**config.mk**
```make
export PLATFORM = sky130hd
export DESIGN_NAME = queue_retire_tracker
export DESIGN_NICKNAME = d
export VERILOG_FILES = /design/src/rtl/queue_retire_tracker.sv
export SDC_FILE = /design/constraint.sdc
export NUM_CORES = 1
export LEC_CHECK = 0
export CAP_MARGIN = 20
export CORE_UTILIZATION = 59
export CTS_CLUSTER_DIAMETER = 150
export DETAILED_ROUTE_END_ITERATION = 8
export PLACE_DENSITY = 0.85
export SLEW_MARGIN = 20
export SYNTH_ARGS = -nofsm -noshare
export SYNTH_HDL_FRONTEND = slang
export SYNTH_SLANG_ARGS = --single-unit
```
**constraint.sdc**
```tcl
create_clock -name clk -period 6.8 [get_ports clk]
set_input_delay 1.36 -clock clk [delete_from_list [all_inputs] [get_ports clk]]
set_output_delay 1.36 -clock clk [all_outputs]
set_load 0.03 [all_outputs]
```
**src/rtl/queue_retire_tracker.sv**
```systemverilog
// queue_retire_tracker: in-order retire tracking for a queue with out-of-order completions.
module queue_retire_tracker #(
   parameter int Depth       = 8,
   parameter int AllocWidth  = 2,
   parameter int CplWidth    = 2,
   parameter int RetireWidth = 2
) (
   input  logic                                      clk,
   input  logic                                      rstn,
   input  logic [AllocWidth-1:0]                     alloc_vld_i,
   output logic                                      alloc_rdy_o,
   output logic [AllocWidth-1:0][$clog2(Depth):0]    alloc_tag_o,
   input  logic [CplWidth-1:0]                       cpl_vld_i,
   input  logic [CplWidth-1:0][$clog2(Depth):0]      cpl_tag_i,
   output logic [RetireWidth-1:0]                    retire_vld_o,
   output logic [RetireWidth-1:0][$clog2(Depth):0]   retire_tag_o,
   input  logic                                      retire_rdy_i,
   input  logic                                      flush_i,
   output logic [$clog2(Depth+1)-1:0]                count_o,
   output logic                                      empty_o,
   output logic                                      full_o
);
   localparam int PW = $clog2(Depth);
   localparam int TW = PW + 1;
   localparam int CW = $clog2(Depth+1);
   logic [Depth-1:0] alloc_q, done_q, flag_q, alloc_d, done_d, flag_d;
   logic [TW-1:0] head_q, tail_q, head_d, tail_d;
   logic [CW-1:0] count_q, count_d, nalloc, nretire;
   logic [AllocWidth-1:0] alloc_fire;
   logic ok;
   function automatic logic [TW-1:0] adv(input logic [TW-1:0] t, input logic [CW-1:0] n);
      logic [PW+1:0] s;
      s = (PW+2)'(t[PW-1:0]) + (PW+2)'(n);
      return s >= (PW+2)'(Depth) ? {~t[PW], PW'(s - (PW+2)'(Depth))} : {t[PW], PW'(s)};
   endfunction
   assign alloc_rdy_o = count_q <= CW'(Depth - AllocWidth);
   assign alloc_fire  = alloc_vld_i & {AllocWidth{alloc_rdy_o & ~flush_i}};
   assign count_o     = count_q;
   assign empty_o     = count_q == '0;
   assign full_o      = count_q == CW'(Depth);
   always_comb begin
      ok = 1'b1;
      for (int i = 0; i < AllocWidth; i++) alloc_tag_o[i] = adv(tail_q, CW'(i));
      for (int i = 0; i < RetireWidth; i++) begin
         retire_tag_o[i] = adv(head_q, CW'(i));
         ok = ok & alloc_q[retire_tag_o[i][PW-1:0]] & done_q[retire_tag_o[i][PW-1:0]];
         retire_vld_o[i] = ok & (CW'(i) < count_q) & ~flush_i;
      end
   end
   always_comb begin
      alloc_d = alloc_q;
      done_d  = done_q;
      flag_d  = flag_q;
      nalloc  = '0;
      nretire = '0;
      for (int i = 0; i < AllocWidth; i++) nalloc = nalloc + CW'(alloc_fire[i]);
      for (int i = 0; i < RetireWidth; i++) nretire = nretire + CW'(retire_vld_o[i] & retire_rdy_i);
      for (int i = 0; i < CplWidth; i++)
         if (cpl_vld_i[i] && int'(cpl_tag_i[i][PW-1:0]) < Depth && alloc_q[cpl_tag_i[i][PW-1:0]] &&
             flag_q[cpl_tag_i[i][PW-1:0]] == cpl_tag_i[i][PW])
            done_d[cpl_tag_i[i][PW-1:0]] = 1'b1;
      for (int i = 0; i < RetireWidth; i++)
         if (retire_vld_o[i] && retire_rdy_i) begin
            alloc_d[retire_tag_o[i][PW-1:0]] = 1'b0;
            done_d[retire_tag_o[i][PW-1:0]]  = 1'b0;
         end
      for (int i = 0; i < AllocWidth; i++)
         if (alloc_fire[i]) begin
            alloc_d[alloc_tag_o[i][PW-1:0]] = 1'b1;
            done_d[alloc_tag_o[i][PW-1:0]]  = 1'b0;
            flag_d[alloc_tag_o[i][PW-1:0]]  = alloc_tag_o[i][PW];
         end
      head_d  = adv(head_q, nretire);
      tail_d  = adv(tail_q, nalloc);
      count_d = count_q + nalloc - nretire;
      if (flush_i) begin
         alloc_d = '0;
         done_d  = '0;
         head_d  = tail_q;
         tail_d  = tail_q;
         count_d = '0;
      end
   end
   always_ff @(posedge clk or negedge rstn)
      if (!rstn) begin
         alloc_q <= '0;
         done_q  <= '0;
         flag_q  <= '0;
         head_q  <= '0;
         tail_q  <= '0;
         count_q <= '0;
      end else begin
         alloc_q <= alloc_d;
         done_q  <= done_d;
         flag_q  <= flag_d;
         head_q  <= head_d;
         tail_q  <= tail_d;
         count_q <= count_d;
      end
endmodule

```
# Yosys cells after proc, flatten, opt, wreduce, memory -nomap -nowiden
# Index checks and enable logic that the tools add are counted.
[word_totals] regBits=36 latch_bits=0 ram_bits=0 mem_bits_ro=0 inputBits=16 output_inout_bits=25 elab_cells=141 mem_count=0
[op_classes] n_addsub=14 n_mul=0 div_mod_pow=0 order_cmp=21 eq_ne=3 shifts=0 n_mux=52 bitwise_logic=28 reduce_logical=15
[op_table] op="8-bit 2-to-1 mux" count=14
[op_table] op="8-bit AND" count=6
[op_table] op="8-bit inverter" count=4
[op_table] op="8-bit bitwise OR" count=4
[op_table] op="4-bit 2-to-1 mux" count=7
[op_table] op="1-bit binary-select mux with 3-bit select" count=8
[op_table] op="3-bit by 4-bit < comparator with 1-bit output (second input constant)" count=6
[op_table] op="1-bit demux with 3-bit select" count=6
[op_table] op="3-bit by 1-bit greater-or-equal comparator with 1-bit output (second input constant)" count=6
[op_table] op="3-bit by 1-bit subtractor with 3-bit output (second input constant)" count=6
[op_table] op="8-bit bitwise mux" count=2
[op_table] op="4-bit greater-or-equal comparator (second input constant)" count=4
[op_table] op="1-bit 2-to-1 mux" count=14
[op_table] op="1-bit logical AND" count=12
[op_table] op="1-bit AND" count=10
[op_table] op="3-bit by 1-bit adder with 4-bit output (second input constant)" count=2
[op_table] op="3-bit by 2-bit adder with 4-bit output" count=2
[op_table] op="3-bit by 4-bit greater-or-equal comparator with 1-bit output (second input constant)" count=2
[op_table] op="1-bit by 4-bit < comparator with 1-bit output (first input constant)" count=2
[op_table] op="1-bit by 1-bit adder with 2-bit output" count=2
[op_table] op="4-bit by 2-bit adder with 4-bit output" count=1
[op_table] op="4-bit equality test (second input constant)" count=1
[op_table] op="4-bit by 3-bit <= comparator with 1-bit output (second input constant)" count=1
[op_table] op="4-bit logical NOT" count=1
[op_table] op="other kinds (7)" count=10

# Longest topological paths before layout
# Gate-level depths: netlist of run 1.
[logic_depth] ltp_word=17 mapped_depth=15 ltp_nobuf=15

# Worst setup path before layout of run 1
# OpenSTA, ideal clock, no wires.
[synth_timing] kind="register -> register" from="reg count_q[3] (netlist: count_o[3])" to="reg count_q[3] (netlist: count_o[3])" setup_ps=130 arrival_ps=4098 t_required_ps=6670 setup_slack_ps=2572 stages_incl_launch_ff=14 n_path_buf=0 synth_period_minus_slack_ps=4228 cell_sequence="dfrtp_1 > inv_1 > ha_1 > nor3b_1 > nor3_1 > and2_1 > ha_1 > inv_1 > fa_1 > ha_1 > a21o_1 > a21oi_1 > xnor2_1 > nor2_1"
[synth_between] elab_chain_len=7 word_cells_on_any_way=16 classes_between="add/sub (4); order compare (3); mux (1); bitwise (8)"
[synth_lines] element="from (decl)" line_no="28" source="logic [CW-1:0] count_q, count_d, nalloc, nretire;"
[synth_lines] element="from (signal assigned)" line_no="98" source="count_q <= count_d;"
[synth_lines] element="1-bit by 4-bit < comparator with 1-bit output" line_no="47" source="retire_vld_o[i] = ok & (CW'(i) < count_q) & ~flush_i;"
[synth_lines] element="1-bit AND (2 in a row)" line_no="47"
[synth_lines] element="via retire_vld_o[0]" line_no="15" source="output logic [RetireWidth-1:0] retire_vld_o,"
[synth_lines] element="1-bit AND" line_no="57" source="for (int i = 0; i < RetireWidth; i++) nretire = nretire + CW'(retire_vld_o[i] & retire_rdy_i);"
[synth_lines] element="1-bit by 1-bit adder with 2-bit output" line_no="57"
[synth_lines] element="4-bit by 2-bit subtractor with 4-bit output" line_no="75" source="count_d = count_q + nalloc - nretire;"
[synth_lines] element="4-bit 2-to-1 mux" line_no="76" source="if (flush_i) begin"
[synth_lines] element="via count_d[3]" line_no="28"
# The timed path passes the listed nets, and every way through them passes these cells.
# A chain may end at the register's enable or synchronous reset.

# Worst setup path in the final report of run 1
[layout_timing] from="in flush_i" to="out retire_vld_o[1]"
[layout_between] elab_chain_len=2
[layout_lines] element="from (decl)" line_no="18" source="input logic flush_i,"
[layout_lines] element="1-bit inverter (no source line)"
[layout_lines] element="1-bit AND" line_no="47"
[layout_lines] element="to (decl)" line_no="15"
# Every way passes these cells.

==> results of run 1 <==
power by group through the flow:
stage / combinational, uW / sequential, uW / clock, uW
5_1_grt: 877 / 445 / 202
4_1_cts: 805 / 429 / 193
2_1_floorplan: 544 / 414 / 0
3_5_place_dp: 799 / 433 / 0
6_report: 810 / 431 / 194
3_3_place_gp: 781 / 426 / 0
worst paths after layout:
path / cells past startpoint / slack (ns) / from / to
max: 4 / 2.16 / flush_i / retire_vld_o[1]
min: 1 / 0.53 / flag_q[5] / flag_q[5]
max reg2reg: 13 / 2.69 / head_q[0] / count_o[3]
min reg2reg: 1 / 0.53 / flag_q[5] / flag_q[5]
max in group asynchronous: 2 / 4.98 / rstn / tail_q[0]
min in group asynchronous: 2 / 1.48 / rstn / head_q[1]
cell usage after synthesis (all sizes together) (2+ instances only):
library cell / number / area, sq um
dfrtp: 36 / 901
inv: 30 / 113
mux2i: 30 / 300
nor2: 24 / 90.1
nand2: 16 / 60.1
ha: 15 / 188
nor3: 13 / 65.1
nand3: 11 / 55.1
a21oi: 10 / 50.1
clkbuf: 9 / 33.8
nor2b: 9 / 56.3
a31oi: 8 / 50.1
o21ai: 8 / 40.0
nand2b: 7 / 43.8
buf: 6 / 38.8
xnor2: 6 / 52.6
o41ai: 5 / 43.8
fa: 4 / 80.1
mux2: 4 / 48.8
mux4: 4 / 90.1
nor3b: 4 / 30.0
o2111ai: 4 / 35.0
o21bai: 4 / 30.0
o311ai: 4 / 35.0
xor2: 4 / 35.0
a21o: 3 / 22.5
a41oi: 3 / 26.3
and2: 3 / 18.8
and4: 3 / 26.3
nand3b: 3 / 22.5
o211ai: 3 / 22.5
o22ai: 3 / 18.8
a22oi: 2 / 15.0
and3: 2 / 12.5
and4b: 2 / 20.0
nand4: 2 / 12.5
o41a: 2 / 22.5
or2: 2 / 12.5
or4: 2 / 18.8
per-stage QoR:
stage                     total power, uW  util (%)  std cells  worst slack [ns]
after floorplan                       958         -        323              2.57
after global placement               1210      70.5        416              2.21
after detailed placement             1230      70.5        416              2.09
after CTS                            1430      72.8        424              2.18
after global routing                 1520      72.8        424              2.04
final                                1430      72.8        424              2.16
worst register-to-register path, cell delays in order, from the launching register on:
cell      delay (ns)
dfrtp_1         0.84
mux2i_1         0.17
a22oi_1         0.42
o211ai_1        0.46
nor3_1          0.30
and2_1          0.16
ha_1            0.17
inv_1           0.10
fa_1            0.52
ha_1            0.31
a21o_1          0.15
a21oi_1         0.18
xnor2_1         0.14
nor2_1          0.06
registers in the layout, summed over array words and instances (netlist names):
register  cells
alloc_q       8
done_q        8
flag_q        8
count_o       4
head_q        4
tail_q        4
metal layers:
metal / routed length, um / GRT usage (%) / vias to the layer above
met4: 239 / 12.2 / 0
met5: 0 / 0 / -
li1: - / - / 1256
met1: 3160 / 39.5 / 1318
met2: 3680 / 52.2 / 126
met3: 504 / 6.63 / 26
final cells by class:
class	count	area, sq um
multi-input combinational	242	1870
timing repair buffer	41	408
tap	67	83.8
sequential	36	901
inverter	30	113
clock inverter	3	42.5
clock buffer	5	68.8
fill	370	1300
cell usage in the layout (no fill, tap or decap), types with 4 or more instances in the layout:
cell	instances
o21bai_1	4
clkbuf_8	5
nor2b_1	9
o311ai_1	4
o2111ai_1	4
a31oi_1	8
clkdlybuf4s50_1	40
nand2_1	16
mux2i_1	30
ha_1	15
o21ai_0	6
mux4_2	4
fa_1	4
a21oi_1	10
nor2_1	24
nand3_1	11
nor3_1	13
xnor2_1	6
dfrtp_1	36
inv_1	27
nor3b_1	4
nand2b_1	7
xor2_1	4
o41ai_1	5
cell families after synthesis:
logic type                 Yosys count  share of synthesized area [%]
adders and majority gates           19                           9.06
xor gates and xnor gates            10                           2.96
muxes                               38                           14.9
and+or+nand+nor                    106                           19.3
DFF                                 36                           30.5
AOI/OAI and AO/OA                   69                           17.0
buffers and inverters               45                           6.27
==> out/qor.yml, run 1 <==
timing:
  maxSlewViolCount: 0
  setup_tns_ns: 0
  finalSetupViolations: 0
  period_share_pct: 68.2
  rsz0062_at_grt: "no"
  worstMarginPinSlew_ns: 0.863
  finalHoldViolations: 0
  worst_hold_slack_ns: 0.530
  fin_crit_ns: 4.64
  fin_worst_skew_ns: 0.00477
  max_freq_mhz: 216
  relSlewSlack_pct: 42.2
setup_path:
  critPathBufInv: 2
  end_kind: "primary output"
  path_cells: "clkdlybuf4s50_1 -> nor2_1 -> and3_1 -> clkdlybuf4s50_1"
  crit_fanout: 21
  crit_family: "buffers and inverters"
  cpMostUsedCell: "clkdlybuf4s50_1"
  cpPeakStageDelay_ns: 0.80
  crit_path_start_kind: "input pin"
  worstPathRequired_ns: 5.44
  cpMaxStageDelayCell: "clkdlybuf4s50_1"
  crit_type: "input pin to primary output"
  critPathArrivalTime_ns: 3.28
synth:
  syn-cell-area_sq_um: 2960
  syn_inst: 323
  ys_seq_area_share_pct: 30.5
  synth_nets: 358
  yosys_warnings: 0
  avgSynthCellArea_sq_um: 9.15
  synth_ff_type: "dfrtp_1"
  synth_edf_count: 0
  yosysUniqueCellTypes: 60
  synth-seq-cells: 36
  synthArstFlopShare_pct: 100
detailed_routing:
  drt_wl_total_mm: 7.59
  wl_per_cell_um: 17.9
  drt_first_pass_iters: 5
  drtIter0Drc: 297
  vias: 2726
  postRouteAntennaNets: 0
  drc_errors: 0
  avgViaCountPerCell: 6.43
floorplan:
  fp.dieW_um: 72.8
  die_h_um: 72.8
  die-area_sq_um: 5300
  num_rows: 25
  coreArea_sq_um: 4790
  initial_utilization_pct: 61.8
  pin_count: 41
power:
  power_leakage_uw: 0.00146
  switching_power_uw: 697
  ir_worst_vdd_uv: 312
  p_per_area_nw_per_um2: 412
  p_int_uw: 738
  switching_share_pct: 48.6
  combPwrFrac_pct: 56.4
  clockPowerShare_pct: 13.5
  seqPwrFrac_pct: 30.1
clock_network:
  ctsLongestPathBuffers: 2
  clk_latency_ns: 0.30
  cts_tree: "yes"
  cts_sinks: 36
  cts_inserted_buffers: 5
  path_clk_slew_ns: 0.08
  cts_hold_buf: 0
  ctsResizeCount: 0
  htreeDepth: 2
  clockRootBuffer: "clkbuf_8"
  cts_setup_buffers: 0
layout:
  fin_nets: 391
  n_antenna_cell: 0
  design_area_sq_um: 3490
  drive_gt1_share_pct: 6.16
  area_growth_pct: 18.0
placement:
  port_buffers: 40
  routabilityCongestion: 0.943
  place_area_sq_um: 3370
  dp_hpwl_mm: 5.66
grt:
  grt.overflow.total: 0
  antenna_found_initial: 0
  grt_pass1_wl_mm: 12.5
  grt_max_degree: 37
  first_global_vias: 2597
  grt_usage_pct: 31.2
flow_run:
  cap_violations: 0
worst_hold_path:
  hp-class: "register to register"
run_status:
  status: "completed"
Power figures use the tool's default switching activity.
==> run 2: changes to the inputs <==
- CORE_UTILIZATION: 59 -> 56
- PLACE_DENSITY: 0.85 -> 0.81
- clock period: 6.8 -> 4.5 ns (I/O delays scaled with it)
==> run 2 against run 1 <==
- cell area rose by 0.54%
- register-to-register slack got worse by 2.2 ns
- combinational power rose by 53%
- via count rose by 0.70%
- critical endpoint unchanged
==> out/qor.yml, run 2 (synthesis results as in run 1) <==
power:
  p_per_area_nw_per_um2: 623
  p_int_uw: 1120
  seqPwrFrac_pct: 29.7
  power_leakage_uw: 0.00147
  combPwrFrac_pct: 56.9
  ir_worst_vdd_uv: 442
  switching_share_pct: 48.5
  clockPowerShare_pct: 13.4
  switching_power_uw: 1060
detailed_routing:
  wl_met3_um: 575
  route.top_layer_used: "met4"
  drc_errors: 0
  wl_met2_mm: 3.86
  drtIter0Drc: 277
  drt_first_pass_iters: 5
  vias: 2745
  drt_wl_total_mm: 7.74
  wl_met1_mm: 3.10
  wl_per_cell_um: 18.0
  postRouteAntennaNets: 0
  avgViaCountPerCell: 6.40
floorplan:
  die_h_um: 74.6
  fp.dieW_um: 74.6
  pin_count: 41
  die-area_sq_um: 5570
  initial_utilization_pct: 57.9
  num_rows: 26
  coreArea_sq_um: 5110
worst_hold_path:
  hp-class: "register to register"
grt:
  grt.overflow.total: 0
  first_global_vias: 2561
  antenna_found_initial: 0
  grt_max_degree: 37
  grt_pass1_wl_mm: 12.5
  grt_usage_pct: 30.1
timing:
  fin_crit_ns: 4.07
  max_freq_mhz: 246
  relSlewSlack_pct: 48.1
  finalHoldViolations: 0
  maxSlewViolCount: 0
  worstMarginPinSlew_ns: 0.774
  period_share_pct: 90.4
  fin_worst_skew_ns: 0.00777
  setup_tns_ns: 0
  finalSetupViolations: 0
  rsz0062_at_grt: "no"
layout:
  mostFrequentLayoutCells: "clkdlybuf4s50_1 (40), dfrtp_1 (36), mux2i_1 (30), inv_1 (27), nor2_1 (24)"
  area_growth_pct: 18.6
  design_area_sq_um: 3500
  drive_gt1_share_pct: 6.69
  n_antenna_cell: 0
  nFillCells: 419
  fin_nets: 393
  top_regs: "alloc_q: 8 flops, done_q: 8 flops, flag_q: 8 flops"
  final_common_cell: "clkdlybuf4s50_1"
  post-route-util_pct: 68.6
clock_network:
  htreeDepth: 2
  clk_latency_ns: 0.30
  clockRootBuffer: "clkbuf_8"
  ctsLongestPathBuffers: 2
  cts_sinks: 36
  cts_tree: "yes"
  ctsResizeCount: 0
  cts_setup_buffers: 0
  cts_inserted_buffers: 5
  cts_hold_buf: 0
  path_clk_slew_ns: 0.08
run_status:
  status: "completed"
setup_path:
  crit_path_start_kind: "register"
  crit_type: "register to primary output"
  worstPathRequired_ns: 3.60
  critPathArrivalTime_ns: 3.17
  r2r-end: "count_o[3]"
  path_cells: "mux2i_1 -> a22oi_1 -> o211ai_1 -> nor2_1 -> and3_1 -> clkdlybuf4s50_1"
  crit_fanout: 23
  end_kind: "primary output"
  timing.rr.start: "head_q[0]"
  cpMaxStageDelayCell: "dfrtp_1"
  r2r_slack_ns: 0.48
  crit_end: "retire_vld_o[1]"
  cpPeakStageDelay_ns: 0.82
  crit_start: "head_q[0]"
  r2r_cells: 13
placement:
  dp_hpwl_mm: 5.62
  routabilityCongestion: 0.930
  place_area_sq_um: 3390
  port_buffers: 40
flow_run:
  cap_violations: 0
[run 2: cell count changes in the layout (fill, tap and decap cells not counted)]
cell and change:
buf_4 +2
[run 2: worst max-delay path: cells and delay by family (launching register included)]
family / cells / cell delay, ns
buffers and inverters: 1 / 0.66
muxes: 1 / 0.17
AOI/OAI and AO/OA: 2 / 0.80
and+or+nand+nor: 2 / 0.42
DFF: 1 / 0.82
[run 2: final cells by class]
class | count | area (sq um) | share of cell area [%]
clock buffers | 5 | 68.8 | 1.96
clock inverters | 3 | 42.5 | 1.21
flip-flops and latches | 36 | 901 | 25.7
multi-input cells | 242 | 1870 | 53.3
repair buffers | 43 | 423 | 12.1
well taps | 70 | 87.6 | 2.50
inverters | 30 | 113 | 3.21
[run 2: worst min-delay path by stage]
| stage | startpoint | endpoint | cells after the start |
|---|---|---|---|
| floorplan | flag_q[1] | flag_q[1] | 1 |
| global route | flag_q[5] | flag_q[5] | 1 |
| CTS | flag_q[5] | flag_q[5] | 1 |
| finish | flag_q[5] | flag_q[5] | 1 |
| detailed placement | flag_q[5] | flag_q[5] | 1 |
| global placement | flag_q[5] | flag_q[5] | 1 |
[run 2: metrics by stage]
stage | power [uW] | std cells | hold WS (ns) | setup WS [ns]
detailed placement | 1870 | 421 | 0.505 | 0.532
floorplan | 1450 | 323 | 0.475 | 0.272
global route | 2320 | 429 | 0.555 | 0.122
global placement | 1840 | 421 | 0.492 | 0.757
CTS | 2180 | 429 | 0.524 | 0.466
finish | 2180 | 429 | 0.524 | 0.431
[run 2: layer usage]
layer / vias up / GRT usage, %
li1: 1255 / -
met1: 1320 / 39.0
met2: 150 / 50.2
met3: 20 / 5.89
met4: 0 / 10.7
met5: - / 0
[run 2: power by group through the flow]
stage	Clock (uW)	Combinational, uW	Sequential, uW
after global routing	307	1350	668
after global placement	0	1200	642
after detailed placement	0	1220	649
after CTS	295	1240	644
final	293	1240	648
after floorplan	0	822	626
